File: src/rtl/pwm_pkg.sv
// Shared definitions for the PWM update controller: FSM state encoding.
package pwm_pkg;

  typedef enum logic [1:0] {
    IDLE    = 2'd0,
    PENDING = 2'd1,
    RAMP    = 2'd2
  } pwm_upd_state_t;

endpackage : pwm_pkg

File: src/rtl/pwm_duty_slew.sv
// Combinational duty slew: moves cur toward target by at most step.
// A zero step means jump straight to target. The difference is computed
// before stepping, so the result never wraps and never overshoots.
module pwm_duty_slew
  import pwm_pkg::*;
#(
  parameter int unsigned CNT_WIDTH  = 32,
  parameter int unsigned STEP_WIDTH = 16
) (
  input  logic [CNT_WIDTH-1:0]  cur,
  input  logic [CNT_WIDTH-1:0]  target,
  input  logic [STEP_WIDTH-1:0] step,
  output logic [CNT_WIDTH-1:0]  next,
  output logic                  reached
);

  logic [CNT_WIDTH-1:0] step_ext_s;
  logic [CNT_WIDTH-1:0] diff_s;
  logic                 up_s;

  assign step_ext_s = CNT_WIDTH'(step);

  // Magnitude and direction of the remaining distance to target.
  always_comb begin
    up_s   = 1'b0;
    diff_s = '0;
    if (target >= cur) begin
      up_s   = 1'b1;
      diff_s = target - cur;
    end else begin
      up_s   = 1'b0;
      diff_s = cur - target;
    end
  end

  // Clamp the step to the remaining distance so the ramp lands exactly.
  always_comb begin
    next = cur;
    if ((step == {STEP_WIDTH{1'b0}}) || (diff_s <= step_ext_s)) begin
      next = target;
    end else if (up_s) begin
      next = cur + step_ext_s;
    end else begin
      next = cur - step_ext_s;
    end
  end

  assign reached = (next == target);

endmodule : pwm_duty_slew

File: src/rtl/pwm_update_ctrl.sv
// PWM update controller: accepts a new period/duty/enable configuration,
// holds it in shadow registers and applies it only at period boundaries,
// optionally slewing the duty by a bounded step per period.
module pwm_update_ctrl
  import pwm_pkg::*;
#(
  parameter int unsigned CNT_WIDTH  = 32,
  parameter int unsigned STEP_WIDTH = 16,
  parameter int unsigned PERIOD_RST = 32'd1000
) (
  input  logic                  clk,
  input  logic                  rst,
  input  logic                  cfg_valid,
  output logic                  cfg_ready,
  input  logic [CNT_WIDTH-1:0]  cfg_period,
  input  logic [CNT_WIDTH-1:0]  cfg_duty,
  input  logic [STEP_WIDTH-1:0] cfg_step,
  input  logic                  cfg_enable,
  input  logic                  period_end,
  output logic [CNT_WIDTH-1:0]  period_cycles,
  output logic [CNT_WIDTH-1:0]  duty_cycles,
  output logic                  enable,
  output logic                  busy,
  output logic                  update_done
);

  pwm_upd_state_t        state_r;

  logic [CNT_WIDTH-1:0]  sh_period_r;
  logic [CNT_WIDTH-1:0]  sh_duty_r;
  logic [STEP_WIDTH-1:0] sh_step_r;
  logic                  sh_enable_r;

  logic [CNT_WIDTH-1:0]  period_r;
  logic [CNT_WIDTH-1:0]  duty_r;
  logic                  enable_r;
  logic                  busy_r;
  logic                  done_r;

  logic                  accept_s;
  logic [CNT_WIDTH-1:0]  duty_next_s;
  logic                  duty_reached_s;

  // A new request can only be taken while nothing waits for a boundary.
  assign cfg_ready = (state_r != PENDING);
  assign accept_s  = cfg_valid && cfg_ready;

  assign period_cycles = period_r;
  assign duty_cycles   = duty_r;
  assign enable        = enable_r;
  assign busy          = busy_r;
  assign update_done   = done_r;

  // Next duty value one slew step from the live output toward the shadow target.
  pwm_duty_slew #(
    .CNT_WIDTH  (CNT_WIDTH),
    .STEP_WIDTH (STEP_WIDTH)
  ) u_duty_slew (
    .cur     (duty_r),
    .target  (sh_duty_r),
    .step    (sh_step_r),
    .next    (duty_next_s),
    .reached (duty_reached_s)
  );

  // Update FSM: captures shadows on accept, applies them at period_end only.
  always_ff @(posedge clk or posedge rst) begin
    if (rst) begin
      state_r     <= IDLE;
      sh_period_r <= '0;
      sh_duty_r   <= '0;
      sh_step_r   <= '0;
      sh_enable_r <= 1'b0;
      period_r    <= CNT_WIDTH'(PERIOD_RST);
      duty_r      <= '0;
      enable_r    <= 1'b0;
      busy_r      <= 1'b0;
      done_r      <= 1'b0;
    end else begin
      done_r <= 1'b0;
      case (state_r)
        IDLE: begin
          // period_end is ignored here, even when it coincides with accept.
          if (accept_s) begin
            sh_period_r <= cfg_period;
            sh_duty_r   <= cfg_duty;
            sh_step_r   <= cfg_step;
            sh_enable_r <= cfg_enable;
            state_r     <= PENDING;
            busy_r      <= 1'b1;
          end else begin
            state_r <= IDLE;
            busy_r  <= 1'b0;
          end
        end

        PENDING: begin
          if (period_end) begin
            period_r <= sh_period_r;
            enable_r <= sh_enable_r;
            if (!sh_enable_r) begin
              // Disabling drops the duty at once; no ramp down.
              duty_r  <= '0;
              state_r <= IDLE;
              busy_r  <= 1'b0;
              done_r  <= 1'b1;
            end else if (duty_reached_s) begin
              duty_r  <= duty_next_s;
              state_r <= IDLE;
              busy_r  <= 1'b0;
              done_r  <= 1'b1;
            end else begin
              duty_r  <= duty_next_s;
              state_r <= RAMP;
              busy_r  <= 1'b1;
            end
          end else begin
            state_r <= PENDING;
            busy_r  <= 1'b1;
          end
        end

        RAMP: begin
          if (accept_s) begin
            // A coincident boundary still takes one step toward the old target.
            if (period_end) begin
              duty_r <= duty_next_s;
            end else begin
              duty_r <= duty_r;
            end
            sh_period_r <= cfg_period;
            sh_duty_r   <= cfg_duty;
            sh_step_r   <= cfg_step;
            sh_enable_r <= cfg_enable;
            state_r     <= PENDING;
            busy_r      <= 1'b1;
          end else if (period_end) begin
            duty_r <= duty_next_s;
            if (duty_reached_s) begin
              state_r <= IDLE;
              busy_r  <= 1'b0;
              done_r  <= 1'b1;
            end else begin
              state_r <= RAMP;
              busy_r  <= 1'b1;
            end
          end else begin
            state_r <= RAMP;
            busy_r  <= 1'b1;
          end
        end

        default: begin
          state_r <= IDLE;
          busy_r  <= 1'b0;
        end
      endcase
    end
  end

endmodule : pwm_update_ctrl

File: config.mk
export PLATFORM = sky130hd
export DESIGN_NAME = pwm_update_ctrl
export DESIGN_NICKNAME = d
export VERILOG_FILES = /design/src/rtl/pwm_pkg.sv /design/src/rtl/pwm_duty_slew.sv /design/src/rtl/pwm_update_ctrl.sv
export SDC_FILE = /design/constraint.sdc
export NUM_CORES = 1
export LEC_CHECK = 0
export ABC_AREA = 1
export BUFFER_PORTS_ARGS = -buffer_cell sky130_fd_sc_hd__buf_2
export CAP_MARGIN = 20
export CORE_MARGIN = 5
export CORE_UTILIZATION = 65
export CTS_BUF_LIST = sky130_fd_sc_hd__clkbuf_16
export CTS_CLUSTER_SIZE = 16
export DETAILED_ROUTE_END_ITERATION = 10
export PLACE_DENSITY = 0.86
export SLEW_MARGIN = 10
export SYNTH_ARGS = -nofsm -noshare
export SYNTH_HDL_FRONTEND = slang
export SYNTH_SLANG_ARGS = --single-unit
File: constraint.sdc
create_clock -name clk -period 15.4 [get_ports clk]
set_input_delay 1.54 -clock clk [delete_from_list [all_inputs] [get_ports clk]]
set_output_delay 1.54 -clock clk [all_outputs]
set_load 0.005 [all_outputs]
==> impl_metrics.csv, run 1 <==
group,metric,value,unit
global_routing,busiest_layer,"met2",
die,die_x,156,µm
critical_path,critPathRequiredTime,15.71,ns
synthesis,synth.top_cell.area_share,0.262,
detailed_routing,viasPerCell,5.79,
critical_path,slowest_stage,"inv_2",
global_routing,gr-total-overflow,0,
clock_tree,ctsRootBufferMaster,"clkbuf_16",
timing,fmax,134,MHz
status,status,"finished clean",
die,start_util,0.657,
detailed_routing,wire_per_inst,17.7,µm
layout,post_layout_nonfiller_instances,2549,
die,ios,153,
critical_path,path_delay_family,"simple AND/OR/NAND/NOR gates",
synthesis,syn_area,13800,µm²
die,die_h,156,µm
layout,nFillCells,1775,
timing,timing.max_slew.rel_slack,0.456,
global_routing,grt_pass1_wl,72.0,mm
synthesis,synth-seq-area-share,0.273,
clock_tree,clk_pin_slew,0.07,ns
timing,tns,0,ns
global_routing,met3_usage,0.0896,
clock_tree,post_cts_resize_count,0,
synthesis,syn-instance-count,2139,
clock_tree,cts_max_level,4,
global_routing,met2_usage,0.593,
run,maxCapViolCount,0,
critical_path,critical_path_class,"reg2reg",
synthesis,yosysTopAreaCell,"dfrtp_1",
timing,final_hold_viol_count,0,
layout,diodes,0,
synthesis,synth_area_leaders,"dfrtp_1, nand2_1, ha_1",
synthesis,ys.warnings.count,0,
placement,hpwl,35.3,mm
synthesis,synth_edf_count,0,
synthesis,synth_seq_cells,150,
hold_path,hp-class,"reg2reg",
layout,nets,2465,
clock_tree,numCtsBuffers,17,
timing,finalHoldWorstSlack,0.469,ns
critical_path,end_kind,"flop",
clock_tree,cts_tree,"done",
global_routing,grt_pass1_vias,14200,
layout,design_area,15300,µm²
timing,worst_pin_slew,0.815,ns
synthesis,synth.avg_cell_area,6.44,µm²
critical_path,startpoint_type,"flop",
detailed_routing,drt_iter0_markers,1558,
global_routing,use_met1,0.501,
synthesis,ys.flop_type,"dfrtp_1",
timing,finalMaxSlewViolations,0,
synthesis,async_reset_ff_frac,1.00,
placement,dp_cells,2515,
clock_tree,numClockSinks,150,
detailed_routing,firstDrtPassIters,8,
global_routing,track_usage,0.371,
global_routing,grt_max_degree,78,
critical_path,crit_arrival,7.79,ns
synthesis,syn-num-nets,2343,
critical_path,critPathMostFrequentCell,"nand2_1",
clock_tree,postCtsSetupRepairBufs,0,
critical_path,path_buf_inv,6,
clock_tree,insertion_delay,0.43,ns
detailed_routing,totalWireLength,45.0,mm
die,core-area,21000,µm²
detailed_routing,num_vias,14800,
timing,rsz0062_at_grt,"no",
die,dieArea,24200,µm²
global_routing,antenna_found_initial,0,
die,rows,53,
placement,place_area,14700,µm²
timing,period_needed,7.47,ns
layout,drive_gt1_frac,0.114,
placement,numPortBuffers,152,
layout,syn2layout_area_growth,11.2,%
timing,min_period_over_period,0.485,
critical_path,slowest_delay,0.65,ns
clock_tree,cts_hold_buf,0,
critical_path,cp_max_fo,62,
detailed_routing,drtAntennaViolNets,0,
timing,setup_viol,0,
timing,clock_skew,0.0129,ns
synthesis,synth_cell_types,45,
clock_tree,clockBufferDepth,2,
placement,gp_congestion,1.05,
detailed_routing,drc_errors,0,
==> cell usage in the layout (no fill, tap or decap), types with 24 or more instances in the layout <==
| cell | synthesis | routed |
|---|---|---|
| nand2_1 | 687 | 686 |
| inv_1 | 338 | 338 |
| nor2_1 | 177 | 177 |
| a21oi_1 | 169 | 169 |
| buf_2 | 11 | 152 |
| dfrtp_1 | 144 | 144 |
| ha_1 | 116 | 116 |
| nand3_1 | 86 | 86 |
| o21ai_0 | 80 | 80 |
| nand4_1 | 47 | 47 |
| xor2_1 | 44 | 44 |
| o22ai_1 | 31 | 31 |
| mux2_2 | 24 | 24 |
==> kinds of logic after synthesis <==
family | count (synthesis) | synth area share
buffers and inverters | 413 | 0.117
AO/OA/AOI/OAI | 322 | 0.128
flip-flops | 150 | 0.273
XOR/XNOR | 61 | 0.0388
adder cells (fa/ha/maj) | 119 | 0.110
AND/OR/NAND/NOR | 1050 | 0.314
multiplexers | 24 | 0.0196
==> routing by layer <==
layer | routed length (µm) | up-vias
met5 | 0 | -
met4 | 1700 | 0
met3 | 5240 | 134
met2 | 19900 | 845
met1 | 18200 | 6776
li1 | - | 7015
==> area by class of cell <==
| class | instances | area [µm²] | share of cell area |
|---|---|---|---|
| tap | 275 | 344 | 0.0225 |
| multi-input combinational | 1576 | 8410 | 0.550 |
| timing repair buffer | 163 | 903 | 0.0590 |
| clock buffer | 17 | 425 | 0.0278 |
| sequential | 150 | 3760 | 0.246 |
| clock inverter | 15 | 134 | 0.00874 |
| inverter | 353 | 1330 | 0.0869 |
==> worst paths after layout <==
check                                             start  slack, ns  cells after the start                            to
max reg2reg                    sh_duty_r[0]$_DFFE_PP0P_       7.93                     45                busy$_DFF_PP0_
min in group asynchronous                           rst       1.18                      2   sh_period_r[15]$_DFFE_PP0P_
max                            sh_duty_r[0]$_DFFE_PP0P_       7.93                     45                busy$_DFF_PP0_
max in group asynchronous                           rst      13.09                      4  period_cycles[8]$_DFFE_PP1P_
min reg2reg                period_cycles[9]$_DFFE_PP1P_       0.47                      2  period_cycles[9]$_DFFE_PP1P_
min                        period_cycles[9]$_DFFE_PP1P_       0.47                      2  period_cycles[9]$_DFFE_PP1P_
==> synthesized netlist by cell type (3+ instances only) <==
cell,number
clkinv_1,5
xor2_1,44
ha_1,116
buf_2,11
inv_2,10
mux2_2,24
buf_1,6
a21oi_1,169
buf_4,5
o21a_1,6
nor2_2,9
nand3b_1,13
inv_1,338
dfrtp_1,144
a31oi_1,7
xnor2_1,17
o21bai_1,12
clkbuf_1,34
nor4_1,3
and2_1,4
a21o_1,6
nand3_1,86
nand4_1,47
buf_6,4
o22ai_1,31
nand2_2,4
o21ai_1,3
o21ai_0,80
dfstp_2,6
fa_1,3
nor2_1,177
nand2_1,687
nor3_1,12
==> registers in the layout, summed over array words and instances (netlist names) <==
| signal | count |
|---|---|
| busy | 1 |
| update_done | 1 |
| sh_step_r | 16 |
| sh_period_r | 32 |
| sh_duty_r | 32 |
| duty_cycles | 32 |
| enable | 1 |
| period_cycles | 32 |
| state_r | 2 |
| sh_enable_r | 1 |
==> through the flow <==
stage / setup WS, ns / utilization
floorplan: 9.83 / -
global placement: 8.39 / 0.700
detailed placement: 8.27 / 0.701
CTS: 8.23 / 0.728
global route: 7.40 / 0.731
finish: 7.93 / 0.731
==> worst register-to-register path: cells and delay by family, from the launching register on <==
kind / cells / cell delay, ns
simple gates: 31 / 3.78
buf+inv: 6 / 1.64
fa+ha+maj: 3 / 0.89
compound gates: 4 / 0.46
flops: 1 / 0.40
xor+xnor: 1 / 0.18
Power of run 1 is left out: the tool's default activity adds up to more than one toggle a clock period on the data nets, which glitch-free logic cannot reach.
==> run 2: changes to the inputs <==
Settings changed: CORE_UTILIZATION 65 to 55, PLACE_DENSITY 0.86 to 0.78.
Clock period 15.4 ns to 6.5 ns, I/O delays scaled along.
==> impl_metrics.csv, run 2 (same netlist as run 1, synthesis figures left out) <==
group,metric,value,unit
global_routing,grt_pass1_vias,14100,
clock_tree,numClockSinks,150,
detailed_routing,drc_errors,0,
critical_path,critical_path_class,"reg2reg",
detailed_routing,firstDrtPassIters,6,
status,status,"finished clean",
die,ios,153,
die,die_h,168,µm
critical_path,critPathMostFrequentCell,"nand2_1",
global_routing,antenna_found_initial,0,
critical_path,path_delay_family,"simple AND/OR/NAND/NOR gates",
timing,setup_viol,0,
clock_tree,post_cts_resize_count,0,
critical_path,startpoint_type,"flop",
critical_path,critPathRequiredTime,6.82,ns
critical_path,reg2reg_from,"sh_duty_r[0]$_DFFE_PP0P_",
detailed_routing,num_vias,14600,
timing,timing.max_slew.rel_slack,0.420,
die,rows,58,
clock_tree,ctsRootBufferMaster,"clkbuf_16",
detailed_routing,totalWireLength,47.4,mm
timing,clock_skew,0.0140,ns
critical_path,cp_max_fo,38,
timing,tns,0,ns
global_routing,grt_max_degree,82,
clock_tree,numCtsBuffers,17,
placement,hpwl,37.6,mm
layout,drive_gt1_frac,0.119,
clock_tree,cts_max_level,4,
critical_path,critical_path_depth,41,
detailed_routing,viasPerCell,5.57,
detailed_routing,wire_per_inst,18.1,µm
placement,gp_congestion,1.01,
clock_tree,clockBufferDepth,2,
clock_tree,cts_tree,"done",
layout,final_cell_mix,"nand2_1, inv_1, nor2_1, a21oi_1, buf_2",
clock_tree,insertion_delay,0.43,ns
timing,min_period_over_period,0.920,
layout,nets,2475,
critical_path,rrSetupSlack,0.52,ns
die,die_x,168,µm
clock_tree,clk_pin_slew,0.08,ns
critical_path,path_buf_inv,6,
timing,rsz0062_at_grt,"no",
critical_path,timing.critical_path.from,"sh_duty_r[0]$_DFFE_PP0P_",
layout,layout_commonest_cell,"nand2_1",
global_routing,gr-total-overflow,0,
clock_tree,postCtsSetupRepairBufs,0,
critical_path,r2r_end,"busy$_DFF_PP0_",
placement,numPortBuffers,152,
layout,diodes,0,
critical_path,slowest_delay,0.44,ns
global_routing,grt_pass1_wl,74.9,mm
critical_path,end_kind,"flop",
timing,fmax,167,MHz
die,dieArea,28300,µm²
run,maxCapViolCount,0,
detailed_routing,drtAntennaViolNets,0,
critical_path,slowest_stage,"fa_1",
timing,final_hold_viol_count,0,
timing,finalMaxSlewViolations,0,
die,core-area,24900,µm²
critical_path,crit_end,"busy$_DFF_PP0_",
global_routing,track_usage,0.330,
timing,period_needed,5.98,ns
layout,nFillCells,2399,
detailed_routing,drt_iter0_markers,1491,
critical_path,reg2regPathDepth,41,
hold_path,hp-class,"in2async",
critical_path,crit_arrival,6.30,ns
die,start_util,0.553,
timing,worst_pin_slew,0.870,ns
clock_tree,cts_hold_buf,0,
layout,syn2layout_area_growth,12.5,%
## run 2: changes by cell type in the layout (fill, tap and decap cells not counted), moves of 2 or more
cell	previous run	this run
buf_4	8	19
o21ai_0	80	76
buf_16	3	1
inv_8	4	6
o21ai_1	2	5
inv_6	5	3
## run 2: per-stage QoR
stage	hold WS (ns)	std cells	utilization	worst slack (ns)	instance area, µm²
finish	0.316	2614	0.622	0.519	15500
global route	0.368	2614	0.622	0.00265	15500
CTS	0.351	2613	0.620	0.372	15400
detailed placement	0.458	2581	0.596	0.438	14800
global placement	0.443	2581	0.596	0.480	14800
floorplan	0.436	2139	-	1.26	13800
## run 2: worst min-delay path by stage
| stage | end | cells past startpoint |
|---|---|---|
| 2_1_floorplan | period_cycles[10]$_DFFE_PP0P_ | 2 |
| 3_3_place_gp | period_cycles[15]$_DFFE_PP0P_ | 2 |
| 4_1_cts | sh_step_r[11]$_DFFE_PP0P_ | 2 |
| 3_5_place_dp | period_cycles[12]$_DFFE_PP0P_ | 2 |
| 5_1_grt | sh_step_r[11]$_DFFE_PP0P_ | 2 |
| 6_report | period_cycles[12]$_DFFE_PP0P_ | 2 |
## run 2: layout make-up
class                   count  area (µm²)  share of cell area
flip-flops and latches    150        3760               0.243
clock buffers              17         425              0.0275
repair buffers            173         951              0.0614
multi-input cells        1576        8440               0.545
inverters                 353        1340              0.0863
well taps                 330         413              0.0266
clock inverters            15         165              0.0107
## run 2: worst register-to-register path: cells and delay by family, from the launching register on
family                   cells  cell delay [ns]
flip-flops                   1             0.41
buffers and inverters        6             0.88
AO/OA/AOI/OAI                3             0.53
XOR/XNOR                     1             0.18
AND/OR/NAND/NOR             28             3.07
adder cells (fa/ha/maj)      3             0.79
## run 2: metal layers
layer	vias up	global-route usage	wire, µm
met4	0	0.115	1650
met3	124	0.0695	4330
met1	6699	0.459	20700
li1	7013	-	-
met2	714	0.512	20800
met5	-	0	0
Power of run 2 is left out for the same reason.
